### src/rtl/sha256_tx_pkg.sv
// Shared types and constants for the SHA-256 digest byte transmitter.
// Also holds the nibble-to-lowercase-hex helper used by the encoder.
package sha256_tx_pkg;

  typedef enum logic [1:0] {
    IDLE,
    SEND,
    TERM
  } tx_state_e;

  localparam int         RAW_LEN = 32;
  localparam int         HEX_LEN = 64;
  localparam logic [7:0] NL_BYTE = 8'h0A;

  // 0-9 map to '0'-'9'; 10-15 map to 'a'-'f' (8'h57 + 10 = 8'h61).
  function automatic logic [7:0] nibble_to_ascii(input logic [3:0] nib);
    logic [7:0] ch;
    if (nib < 4'd10) begin
      ch = 8'h30 + {4'h0, nib};
    end else begin
      ch = 8'h57 + {4'h0, nib};
    end
    return ch;
  endfunction

endpackage

### src/rtl/sha256_hex_enc.sv
// Combinational 4-bit to lowercase ASCII hex character encoder.
module sha256_hex_enc
  import sha256_tx_pkg::*;
(
  input  logic [3:0] nibble,
  output logic [7:0] ascii
);

  always_comb begin
    ascii = nibble_to_ascii(nibble);
  end

endmodule

### src/rtl/sha256_digest_tx.sv
// Captures a finished SHA-256 digest and streams it out over valid/ready,
// as 32 raw bytes or 64 lowercase hex characters, optionally newline-terminated.
module sha256_digest_tx
  import sha256_tx_pkg::*;
#(
  parameter bit HEX_ASCII = 1'b0,
  parameter bit APPEND_NL = 1'b0,
  parameter int IDX_W     = 7
) (
  input  logic             clk,
  input  logic             rst,
  input  logic             digest_valid,
  input  logic [255:0]     digest_i,
  output logic             tx_valid,
  input  logic             tx_ready,
  output logic [7:0]       tx_data,
  output logic             tx_last,
  output logic             busy,
  output logic [IDX_W-1:0] byte_idx,
  output logic             overrun,
  input  logic             clr_overrun
);

  localparam int               DATA_LEN      = HEX_ASCII ? HEX_LEN : RAW_LEN;
  localparam int               SHIFT_STEP    = HEX_ASCII ? 4 : 8;
  localparam logic [IDX_W-1:0] LAST_DATA_IDX = IDX_W'(DATA_LEN - 1);

  tx_state_e        state_q,    state_d;
  logic [255:0]     shift_q,    shift_d;
  logic [IDX_W-1:0] byte_idx_q, byte_idx_d;
  logic             armed_q,    armed_d;
  logic             overrun_q,  overrun_d;
  logic             dv_prev_q,  dv_prev_d;

  logic [7:0] hex_char;
  logic       last_data;
  logic       dv_rise;

  sha256_hex_enc u_hex_enc (
    .nibble (shift_q[255:252]),
    .ascii  (hex_char)
  );

  assign last_data = (byte_idx_q == LAST_DATA_IDX);
  assign dv_rise   = digest_valid && !dv_prev_q;
  assign busy      = (state_q != IDLE);
  assign byte_idx  = byte_idx_q;
  assign overrun   = overrun_q;

  // The head of the shift register is always the next symbol to send, so the
  // presented byte depends only on registered state and holds during stalls.
  always_comb begin
    state_d    = state_q;
    shift_d    = shift_q;
    byte_idx_d = byte_idx_q;
    armed_d    = armed_q;
    tx_valid   = 1'b0;
    tx_data    = 8'h00;
    tx_last    = 1'b0;

    case (state_q)
      IDLE: begin
        if (!digest_valid) begin
          armed_d = 1'b1;
        end else if (armed_q) begin
          shift_d    = digest_i;
          armed_d    = 1'b0;
          byte_idx_d = '0;
          state_d    = SEND;
        end
      end

      SEND: begin
        tx_valid = 1'b1;
        tx_data  = HEX_ASCII ? hex_char : shift_q[255:248];
        tx_last  = last_data && !APPEND_NL;
        if (tx_ready) begin
          shift_d = shift_q << SHIFT_STEP;
          if (!last_data) begin
            byte_idx_d = byte_idx_q + 1'b1;
          end else if (APPEND_NL) begin
            byte_idx_d = byte_idx_q + 1'b1;
            state_d    = TERM;
          end else begin
            byte_idx_d = '0;
            state_d    = IDLE;
          end
        end
      end

      TERM: begin
        tx_valid = 1'b1;
        tx_data  = NL_BYTE;
        tx_last  = 1'b1;
        if (tx_ready) begin
          byte_idx_d = '0;
          state_d    = IDLE;
        end
      end

      default: begin
        state_d = IDLE;
      end
    endcase
  end

  // A fresh digest offered mid-frame is dropped and flagged; a set beats a
  // simultaneous clear so no drop event is ever lost.
  always_comb begin
    dv_prev_d = digest_valid;
    overrun_d = overrun_q;
    if (dv_rise && busy) begin
      overrun_d = 1'b1;
    end else if (clr_overrun) begin
      overrun_d = 1'b0;
    end
  end

  always_ff @(posedge clk) begin
    if (rst) begin
      state_q    <= IDLE;
      shift_q    <= '0;
      byte_idx_q <= '0;
      armed_q    <= 1'b1;
      overrun_q  <= 1'b0;
      dv_prev_q  <= 1'b0;
    end else begin
      state_q    <= state_d;
      shift_q    <= shift_d;
      byte_idx_q <= byte_idx_d;
      armed_q    <= armed_d;
      overrun_q  <= overrun_d;
      dv_prev_q  <= dv_prev_d;
    end
  end

endmodule

### config.mk
export PLATFORM = sky130hd
export DESIGN_NAME = sha256_digest_tx
export DESIGN_NICKNAME = d
export VERILOG_FILES = /design/src/rtl/sha256_tx_pkg.sv /design/src/rtl/sha256_hex_enc.sv /design/src/rtl/sha256_digest_tx.sv
export SDC_FILE = /design/constraint.sdc
export NUM_CORES = 1
export LEC_CHECK = 0
export ABC_AREA = 0
export BUFFER_PORTS_ARGS = -buffer_cell sky130_fd_sc_hd__buf_2
export CORE_MARGIN = 1.5
export CORE_UTILIZATION = 25
export DETAILED_ROUTE_END_ITERATION = 8
export MAX_ROUTING_LAYER = met4
export SLEW_MARGIN = 20
export SYNTH_ARGS = -nofsm -noshare
export SYNTH_HDL_FRONTEND = slang
export SYNTH_SLANG_ARGS = --single-unit
### constraint.sdc
create_clock -name clk -period 1.49 [get_ports clk]
set_clock_uncertainty 0.05 [all_clocks]
set_input_delay 0.298 -clock clk [delete_from_list [all_inputs] [get_ports clk]]
set_output_delay 0.298 -clock clk [all_outputs]
set_load 0.01 [all_outputs]
Yosys cells after proc, flatten, opt, wreduce, memory -nomap -nowiden
Index checks and enable logic that the tools add are counted.
W data, S select, Z words.

word-level totals
  word-level logic and storage cells = 49
  input bits = 261
  flip-flop bits (word level) = 268

operators by class
  equality and inequality tests = 8
  reduce and logical (&&, ||, !) cells = 12
  $add $sub $neg = 1
  muxes and demuxes = 22

operators with widths
  operator               count
  $mux W256              3
  $pmux W256 S2          1
  $mux W7                5
  $pmux W7 S3            1
  $pmux W8 S2            1
  $mux W2                5
  $ne A2 B2 Y1 const B   5
  $reduce_and A5 Y1      2
  $add A7 B1 Y7 const B  1
  $eq A7 B5 Y1 const B   1
  $pmux W2 S3            1
  $reduce_bool A2 Y1     3
  $mux W1                4
  $reduce_and A4 Y1      1
  $reduce_bool A3 Y1     1
  $eq A2 B1 Y1 const B   1
  $eq A2 B2 Y1 const B   1
  $logic_and A1 B1 Y1    2
  $logic_not A2 Y1       1
  $pmux W1 S2            1
  $reduce_or A2 Y1       1
  $logic_not A1 Y1       1

Longest topological paths before layout
Gate-level depths: netlist of run 1.

  word-level depth = 4
  gate-level depth with buffers = 7
  depth with buffers taken out = 4

Worst setup path before layout of run 1
OpenSTA, ideal clock, no wires.

  kind = register -> output
  start = reg byte_idx_q[0] (netlist: byte_idx[0])
  end = out tx_last
  slack = -285 ps
  path buffers = 1
  stages on the path, launching flop included = 5
  data arrival time = 1427 ps
  cell sequence = dfxtp_1 -> ha_1 -> or3b_1 -> clkbuf_1 -> nor3_1

between the ends
  longest elaborated chain between the ends = 2

RTL lines
  what                    line                     RTL
  start, declared         sha256_digest_tx.sv:30   logic [IDX_W-1:0] byte_idx_q, byte_idx_d;
  start signal, assigned  sha256_digest_tx.sv:130  byte_idx_q <= byte_idx_d;
  $eq A7 B5 Y1            sha256_digest_tx.sv:44   assign last_data = (byte_idx_q == LAST_DATA_IDX);
  $pmux W1 S2             sha256_digest_tx.sv:61   case (state_q)
  end, declared           sha256_digest_tx.sv:17   output logic tx_last,

No other way between the ends.

Worst setup path in the final report of run 1
Same ends and word-level chain as after synthesis.

==> results of run 1 <==
-- routing by layer --
layer	global-route usage [%]	up-vias
met5	-	-
met1	21.8	6295
met4	6.02	0
met2	29.6	401
li1	-	5898
met3	2.88	120
-- cells in the final DEF (no fill, tap or decap), types with 4 or more instances in the layout --
cell | synthesis | routed
sky130_fd_sc_hd__dfxtp_2 | 0 | 4
sky130_fd_sc_hd__dlygate4sd3_1 | 0 | 163
sky130_fd_sc_hd__a21oi_1 | 126 | 82
sky130_fd_sc_hd__dfxtp_1 | 267 | 259
sky130_fd_sc_hd__nor3_2 | 0 | 14
sky130_fd_sc_hd__buf_8 | 19 | 24
sky130_fd_sc_hd__clkbuf_8 | 0 | 5
sky130_fd_sc_hd__a22oi_1 | 25 | 7
sky130_fd_sc_hd__a211oi_2 | 0 | 35
sky130_fd_sc_hd__nand2_4 | 0 | 4
sky130_fd_sc_hd__buf_6 | 3 | 45
sky130_fd_sc_hd__a22oi_2 | 190 | 208
sky130_fd_sc_hd__nor3_1 | 34 | 14
sky130_fd_sc_hd__nand4_1 | 4 | 4
sky130_fd_sc_hd__dfxtp_4 | 0 | 4
sky130_fd_sc_hd__clkbuf_16 | 0 | 60
sky130_fd_sc_hd__nand3_1 | 227 | 107
sky130_fd_sc_hd__a21oi_2 | 102 | 146
sky130_fd_sc_hd__buf_12 | 1 | 62
sky130_fd_sc_hd__and2_4 | 0 | 9
sky130_fd_sc_hd__nand2_1 | 12 | 6
sky130_fd_sc_hd__o211ai_1 | 5 | 5
sky130_fd_sc_hd__clkinv_2 | 0 | 6
sky130_fd_sc_hd__buf_2 | 40 | 261
sky130_fd_sc_hd__nor3_4 | 0 | 6
sky130_fd_sc_hd__buf_16 | 0 | 18
sky130_fd_sc_hd__mux2i_1 | 33 | 33
sky130_fd_sc_hd__nand3_2 | 1 | 71
sky130_fd_sc_hd__nand3_4 | 0 | 50
sky130_fd_sc_hd__buf_4 | 22 | 80
sky130_fd_sc_hd__clkbuf_1 | 56 | 7
-- path summary, 6_finish.rpt --
kind	slack [ps]	endpoint	from
worst max register to register	-440	shift_q[242]	state_q[0]
worst max-delay path	-610	tx_last	byte_idx[0]
worst min register to register	420	overrun	overrun
worst min-delay path	20	shift_q[122]	digest_i[122]
-- area by class of cell --
cell class,instances,share of cell area (%)
clock buffers,47,4.38
inverters,3,0.0508
well taps,672,3.79
diodes,3,0.0339
clock inverters,13,0.666
multi-input cells,826,36.1
repair buffers,680,30.8
flip-flops and latches,267,24.2
-- cell families after synthesis --
group | count (synthesis)
buffers and inverters | 152
AND/OR/NAND/NOR | 300
multiplexers | 33
AO/OA/AOI/OAI | 490
XOR/XNOR | 1
flip-flops | 267
adder cells (fa/ha/maj) | 1
-- sequential cells by signal, summed over array words and instances, names as in the netlist --
signal	cells
byte_idx	7
armed_q	1
shift_q	256
overrun	1
state_q	1
dv_prev_q	1
-- what timing repair did --
action / 4_1_cts / 5_1_grt
buffers inserted: 39 / 44
hold buffers: 163 / 0
pin swaps: 71 / 176
gates cloned: 29 / 28
endpoints found under the setup margin: 118 / 281
hold endpoints to repair: 163 / 0
resized for setup: 162 / 328
-- stage by stage --
step / hold WS (ps) / TNS (ps) / setup WS, ps / util (%) / instance area (µm²)
after floorplan: 376 / -80.4 / -80.4 / - / 12700
after global placement: 406 / -640 / -137 / 30.8 / 15400
after detailed placement: 411 / -4000 / -136 / 30.8 / 15400
after CTS: 0.228 / -74770 / -626 / 40.0 / 20000
after global routing: 17.5 / -104240 / -666 / 44.3 / 22200
final: 17.2 / -87410 / -605 / 44.3 / 22200
-- report_power, final --
group          total [mW]  switching [mW]  internal, mW
combinational        5.32            2.46          2.87
clock                8.27            3.33          4.94
sequential           8.12           0.472          7.65
-- worst max-delay path: stages (launching register included) --
cell	delay, ps
sky130_fd_sc_hd__dfxtp_4	360
sky130_fd_sc_hd__ha_4	130
sky130_fd_sc_hd__or3b_4	400
sky130_fd_sc_hd__nor3_4	160
sky130_fd_sc_hd__buf_2	170
==> out/qor.yml, run 1 <==
final_net_count: 2074
synth_top_cells_by_count: "267 x sky130_fd_sc_hd__dfxtp_1, 227 x sky130_fd_sc_hd__nand3_1, 190 x sky130_fd_sc_hd__a22oi_2, 126 x sky130_fd_sc_hd__a21oi_1, 102 x sky130_fd_sc_hd__a21oi_2"
final_min_period_over_clock_period_pct: 141
maxSlewHeadroom_pct: 63.3
compound_gate_portion_of_the_synthesized_area_pct: 35.1
synthToLayoutAreaGrowth_pct: 75.4
routedWlPerCell_um: 20.3
multi_input_comb_area_um2: 8000
async_flop_share_pct: 0
coreArea_um2: 50100
synth_cell_types: 39
drc_violation_count_after_routing: 0
ys_ff_latch: 267
place.port_buffers: 279
detail-route-antenna-nets: 0
run_status: "finished with violations"
fp.dieArea_um2: 51900
htree_num_levels: 2
cts_buffers: 34
grt_antenna_before_repair: 3
synth.largest_area_cell: "sky130_fd_sc_hd__dfxtp_1"
cap_viol_max_count: 0
critPathRequiredTime_ps: 1140
grt_pass1_vias: 12600
synth_top_area_share_pct: 42.3
setup_slack_ps: -605
floorplan.initialDensity_pct: 25.3
clk_lat_worst_skew_ps: 550
drt-met1-wl_um: 21400
netlist_top_cells_area: "sky130_fd_sc_hd__dfxtp_1 42%, sky130_fd_sc_hd__a22oi_2 19%, sky130_fd_sc_hd__nand3_1 9.0%"
synth_most_common_cell: "sky130_fd_sc_hd__dfxtp_1"
grt_first_pass_wirelength_um: 71700
post_synth_inst_count: 1244
synth_ff_type: "sky130_fd_sc_hd__dfxtp_1"
cts_tree: "done"
cts.path.max_buffers: 3
sequential_cell_area_um2: 5370
maximum_vdd_drop_mv: 0.743
total_power_mw: 21.7
ys.warnings.count: 0
hold_viol: 0
layout-drive-gt1-share_pct: 61.6
routed_wl_um: 50800
worst-slew-pin-transition_ps: 551
route.vias.total: 12700
crit_path_end_kind: "output pin"
setup-violations-final: 277
routed.top_layer: "met4"
largest_net_degree_at_the_start_of_global_routing: 85
power_leakage_nw: 7.80
drt_first_pass_iters: 4
synth_simple_gate_area_share_pct: 12.2
post_synth_xor_area_fraction_pct: 0.0693
drv_slew: 0
met3_wirelength_um: 2270
die-height_um: 228
worstSetupStartpointType: "register"
timing_limited_maximum_frequency_mhz: 477
avgSynthCellArea_um2: 10.2
combinational_family_with_the_most_area_after_synthesis: "compound AO/OA/AOI/OAI gates"
met2_length_um: 25400
violations: "negative setup slack"
worst-setup-path-type: "register to output pin"
synth.yosys.seq_area_share_pct: 42.3
cts_root_buf: "sky130_fd_sc_hd__clkbuf_16"
r2r.worst_path.cells: 9
cp_max_fo: 2
gr_overflow_total: 0
std_cell_rows: 82
min_path_cells: 3
syn_area_um2: 12600
synth_edf_count: 0
place.detailed.instances: 2167
dieWidth_um: 228
power.density_nw_per_um2: 980
fill_cells: 4546
cts.sink_count: 267
layout.cells.non_filler: 2511
groute.usage.overall_pct: 17.8
arrival_ps: 1750
post_synth_fa_ha_maj_area_fraction_pct: 0.0990
muxShareOfSynthArea_pct: 2.61
min_path_type: "primary input to register"
period_minus_slack_ps: 2100
dpl.hpwl_um: 28300
first_iter_violations: 747
grt_setup_unrepaired: "yes"
synthesis.nets: 1506
gp_congestion: 0.814
clk_pin_slew_worst_paths_ps: 60
via_density_per_instance: 5.06
io_pins: 280
Note: power is estimated with default switching activity, not from simulation.
==> run 2: changes to the inputs <==
--- a/config.mk
+++ b/config.mk
@@ -6,11 +6,12 @@
 export NUM_CORES = 1
 export LEC_CHECK = 0
 export ABC_AREA = 0
-export BUFFER_PORTS_ARGS = -buffer_cell sky130_fd_sc_hd__buf_2
 export CORE_MARGIN = 1.5
 export CORE_UTILIZATION = 25
 export DETAILED_ROUTE_END_ITERATION = 8
+export DONT_BUFFER_PORTS = 1
 export MAX_ROUTING_LAYER = met4
+export SETUP_SLACK_MARGIN = 0.1
 export SLEW_MARGIN = 20
 export SYNTH_ARGS = -nofsm -noshare
 export SYNTH_HDL_FRONTEND = slang
==> out/qor.yml, run 2 <==
floorplan.initialDensity_pct: 25.3
grt_pass1_vias: 11300
dieWidth_um: 228
synth.largest_area_cell: "sky130_fd_sc_hd__dfxtp_1"
globalroute.repair_timing.worst_endpoint: "tx_last"
syn_area_um2: 12600
timing.worst_endpoint.kind: "primary output"
run_status: "aborted with a tool error"
cts.sink_count: 267
synth_edf_count: 0
synth_top_cells_by_count: "267 x sky130_fd_sc_hd__dfxtp_1, 227 x sky130_fd_sc_hd__nand3_1, 190 x sky130_fd_sc_hd__a22oi_2, 126 x sky130_fd_sc_hd__a21oi_1, 102 x sky130_fd_sc_hd__a21oi_2"
synth_most_common_cell: "sky130_fd_sc_hd__dfxtp_1"
synth.yosys.seq_area_share_pct: 42.3
htree_num_levels: 2
combinational_family_with_the_most_area_after_synthesis: "compound AO/OA/AOI/OAI gates"
cts_buffers: 34
largest_net_degree_at_the_start_of_global_routing: 269
synth_simple_gate_area_share_pct: 12.2
avgSynthCellArea_um2: 10.2
cts.hold.buffers_added: 5
synth_top_area_share_pct: 42.3
synthesis.nets: 1506
async_flop_share_pct: 0
grt_first_pass_wirelength_um: 71800
grt_antenna_before_repair: 1
muxShareOfSynthArea_pct: 2.61
die-height_um: 228
groute.usage.overall_pct: 18.5
synth_ff_type: "sky130_fd_sc_hd__dfxtp_1"
ys_ff_latch: 267
io_pins: 280
std_cell_rows: 82
haltStage: "detailed routing"
post_synth_xor_area_fraction_pct: 0.0693
cts_root_buf: "sky130_fd_sc_hd__clkbuf_16"
place.detailed.instances: 1868
synth_cell_types: 39
post_synth_fa_ha_maj_area_fraction_pct: 0.0990
error: "[ERROR DRT-0255] Maze Route cannot find path of net digest_i[252] in worker of routeBox ( 193200 96600 ) ( 227885 144900 )."
netlist_top_cells_area: "sky130_fd_sc_hd__dfxtp_1 42%, sky130_fd_sc_hd__a22oi_2 19%, sky130_fd_sc_hd__nand3_1 9.0%"
compound_gate_portion_of_the_synthesized_area_pct: 35.1
ys.warnings.count: 0
post_synth_inst_count: 1244
dpl.hpwl_um: 26100
cts.path.max_buffers: 3
gr_overflow_total: 0
gp_congestion: 0.832
place.port_buffers: 0
## run 2: cell counts after synthesis
No cell type changed its count.
## run 2: kinds of logic after synthesis
kind of cell,count (synthesis)
fa+ha+maj,1
compound gates,490
mux,33
buf+inv,152
flops,267
xor+xnor,1
simple gates,300
## run 2: stage by stage
step           setup TNS (ps)  worst slack, ps  cell area (µm²)  util, %
5_1_grt                -60790             -515            19600     39.1
4_1_cts                -42910             -503            18000     36.0
3_5_place_dp             -213            -56.5            13800     27.6
3_3_place_gp            -87.6            -42.7            13800     27.6
2_1_floorplan           -80.4            -80.4            12700        -
## run 2: what timing repair did
| action | CTS | global route |
|---|---|---|
| pin swaps | 133 | 168 |
| setup endpoints to repair | 276 | 282 |
| setup buffers | 60 | 24 |
| gates cloned | 63 | 29 |
| endpoints found under the hold margin | 266 | 264 |
| gates resized for setup | 213 | 271 |
## run 2: metal layers
| layer | track usage (%) |
|---|---|
| met4 | 7.72 |
| met2 | 29.4 |
| met3 | 5.79 |
| met5 | - |
| met1 | 21.5 |
==> run 3: changes to the inputs <==
--- a/config.mk
+++ b/config.mk
@@ -7,11 +7,10 @@
 export LEC_CHECK = 0
 export ABC_AREA = 0
 export CORE_MARGIN = 1.5
-export CORE_UTILIZATION = 25
+export CORE_UTILIZATION = 20
 export DETAILED_ROUTE_END_ITERATION = 8
 export DONT_BUFFER_PORTS = 1
-export MAX_ROUTING_LAYER = met4
-export SETUP_SLACK_MARGIN = 0.1
+export PLACE_DENSITY_LB_ADDON = 0.15
 export SLEW_MARGIN = 20
 export SYNTH_ARGS = -nofsm -noshare
 export SYNTH_HDL_FRONTEND = slang
==> constraint.sdc (replaced) <==
create_clock -name clk -period 1.9 [get_ports clk]
set_clock_uncertainty 0.05 [all_clocks]
set_input_delay 0.38 -clock clk [delete_from_list [all_inputs] [get_ports clk]]
set_output_delay 0.38 -clock clk [all_outputs]
set_load 0.01 [all_outputs]
==> out/qor.yml, run 3 (synthesized netlist as in run 1, its figures left out) <==
layout-drive-gt1-share_pct: 31.0
place.detailed.instances: 1986
max_stage_delay_ps: 400
cp_max_fo: 2
registers.top_by_ff_count: "shift_q"
largest_register_ff_count: 256
slowest_stage: "sky130_fd_sc_hd__or3b_4"
cts_buffers: 38
total_power_mw: 15.7
worstSetupStartpointType: "register"
mostFrequentLayoutCells: "264 x sky130_fd_sc_hd__dfxtp_1, 227 x sky130_fd_sc_hd__nand3_1, 190 x sky130_fd_sc_hd__a22oi_2, 126 x sky130_fd_sc_hd__a21oi_1, 125 x sky130_fd_sc_hd__dlygate4sd3_1"
hold_viol: 95
cpLargestDelayFamily: "simple AND/OR/NAND/NOR gates"
path_buf_inv: 1
final_net_count: 1581
cts.sink_count: 267
setup-violations-final: 1
grt_pass1_vias: 9894
cts_root_buf: "sky130_fd_sc_hd__clkbuf_16"
die-height_um: 254
final_min_period_over_clock_period_pct: 112
timing.critical_path.from: "byte_idx[0]"
worst_hold_slack_ps: -133
synthToLayoutAreaGrowth_pct: 27.5
cts_tree: "done"
place.port_buffers: 0
setup_slack_ps: -222
cp_num_cells: 4
worst-setup-path-type: "register to output pin"
largest_net_degree_at_the_start_of_global_routing: 269
gr_overflow_total: 0
groute.usage.overall_pct: 13.1
std_cell_rows: 91
coreArea_um2: 62100
critical_path.reg2reg.endpoint: "shift_q[64]"
r2r.worst_path.cells: 6
power_leakage_nw: 4.89
dieWidth_um: 254
dpl_worst_slack_ps: 189
worst-slew-pin-transition_ps: 632
endpoint: "tx_last"
arrival_ps: 1690
crit-reg2reg-launch: "state_q[0]"
grt_antenna_before_repair: 10
violations: "negative hold slack, negative setup slack"
run_status: "finished with violations"
drc_violation_count_after_routing: 0
min_path_cells: 1
floorplan.initialDensity_pct: 20.4
timing_limited_maximum_frequency_mhz: 471
drv_slew: 0
cts.path.max_buffers: 3
io_pins: 280
min_path_type: "primary input to register"
gp_congestion: 0.701
power.density_nw_per_um2: 974
detail-route-antenna-nets: 0
routedWlPerCell_um: 20.0
critPathRequiredTime_ps: 1470
via_density_per_instance: 4.67
grt_first_pass_wirelength_um: 64900
clk_lat_worst_skew_ps: 540
fp.dieArea_um2: 64700
routed_wl_um: 43900
crit_path_end_kind: "output pin"
htree_num_levels: 2
maximum_vdd_drop_mv: 0.647
dpl.hpwl_um: 27500
period_minus_slack_ps: 2120
first_iter_violations: 601
route.vias.total: 10200
fill_cells: 6638
cp_cell_sequence: "ha_1, or3b_4, nor3_4, buf_6"
finalCoreUtilization_pct: 26.0
drt_first_pass_iters: 4
clk_pin_slew_worst_paths_ps: 50
maxSlewHeadroom_pct: 57.9
layout.cells.non_filler: 2188
cap_viol_max_count: 0
grt_setup_unrepaired: "yes"
layout.cells.most_common: "sky130_fd_sc_hd__dfxtp_1"
r2r_setup_slack_ps: 110
-- run 3: where the power goes --
group | leakage [nW] | switching, mW | total, mW | internal, mW
sequential | 2.19 | 0.281 | 6.29 | 6.01
clock | 0.613 | 2.84 | 7.27 | 4.43
combinational | 2.08 | 1.13 | 2.15 | 1.02
total | 4.89 | 4.25 | 15.7 | 11.5
-- run 3: how the worst min path moves through the flow --
stage                           start            to  slack [ps]
after floorplan            shift_q[0]    shift_q[0]         400
after global placement    shift_q[24]   shift_q[24]         400
after detailed placement   shift_q[4]    shift_q[4]         410
after CTS                         rst  shift_q[190]        -170
after global routing              rst  shift_q[231]        -160
final                             rst  shift_q[224]        -130
-- run 3: final cells by class --
class	count	area (µm²)	share of cell area (%)
repair buffers	184	2080	12.9
diodes	4	10.0	0.0621
clock inverters	12	166	1.03
inverters	3	11.3	0.0699
multi-input cells	825	6360	39.4
clock buffers	56	1100	6.82
flip-flops and latches	267	5350	33.2
well taps	837	1050	6.50
-- run 3: through the flow --
step	setup TNS (ps)	cell area (µm²)
finish	-222	16100
global placement	0	13500
detailed placement	0	13500
global route	-325	16100
CTS	-256	14900
floorplan	0	12600
-- run 3: repair_timing --
action / CTS / global route
hold buffers: 9 / 116
cloned: 2 / 0
buffers inserted: 3 / 0
hold endpoints to repair: 266 / 234
endpoints found under the setup margin: 9 / 2
gates resized for setup: 5 / 4
-- run 3: layer usage --
metal,vias to the layer above,GRT usage (%),part of all wire [%]
met1,5008,16.7,44
met2,245,20.1,45
li1,4882,-,-
met5,-,0,0.17
met3,68,5.57,8.4
met4,12,3.83,2.2
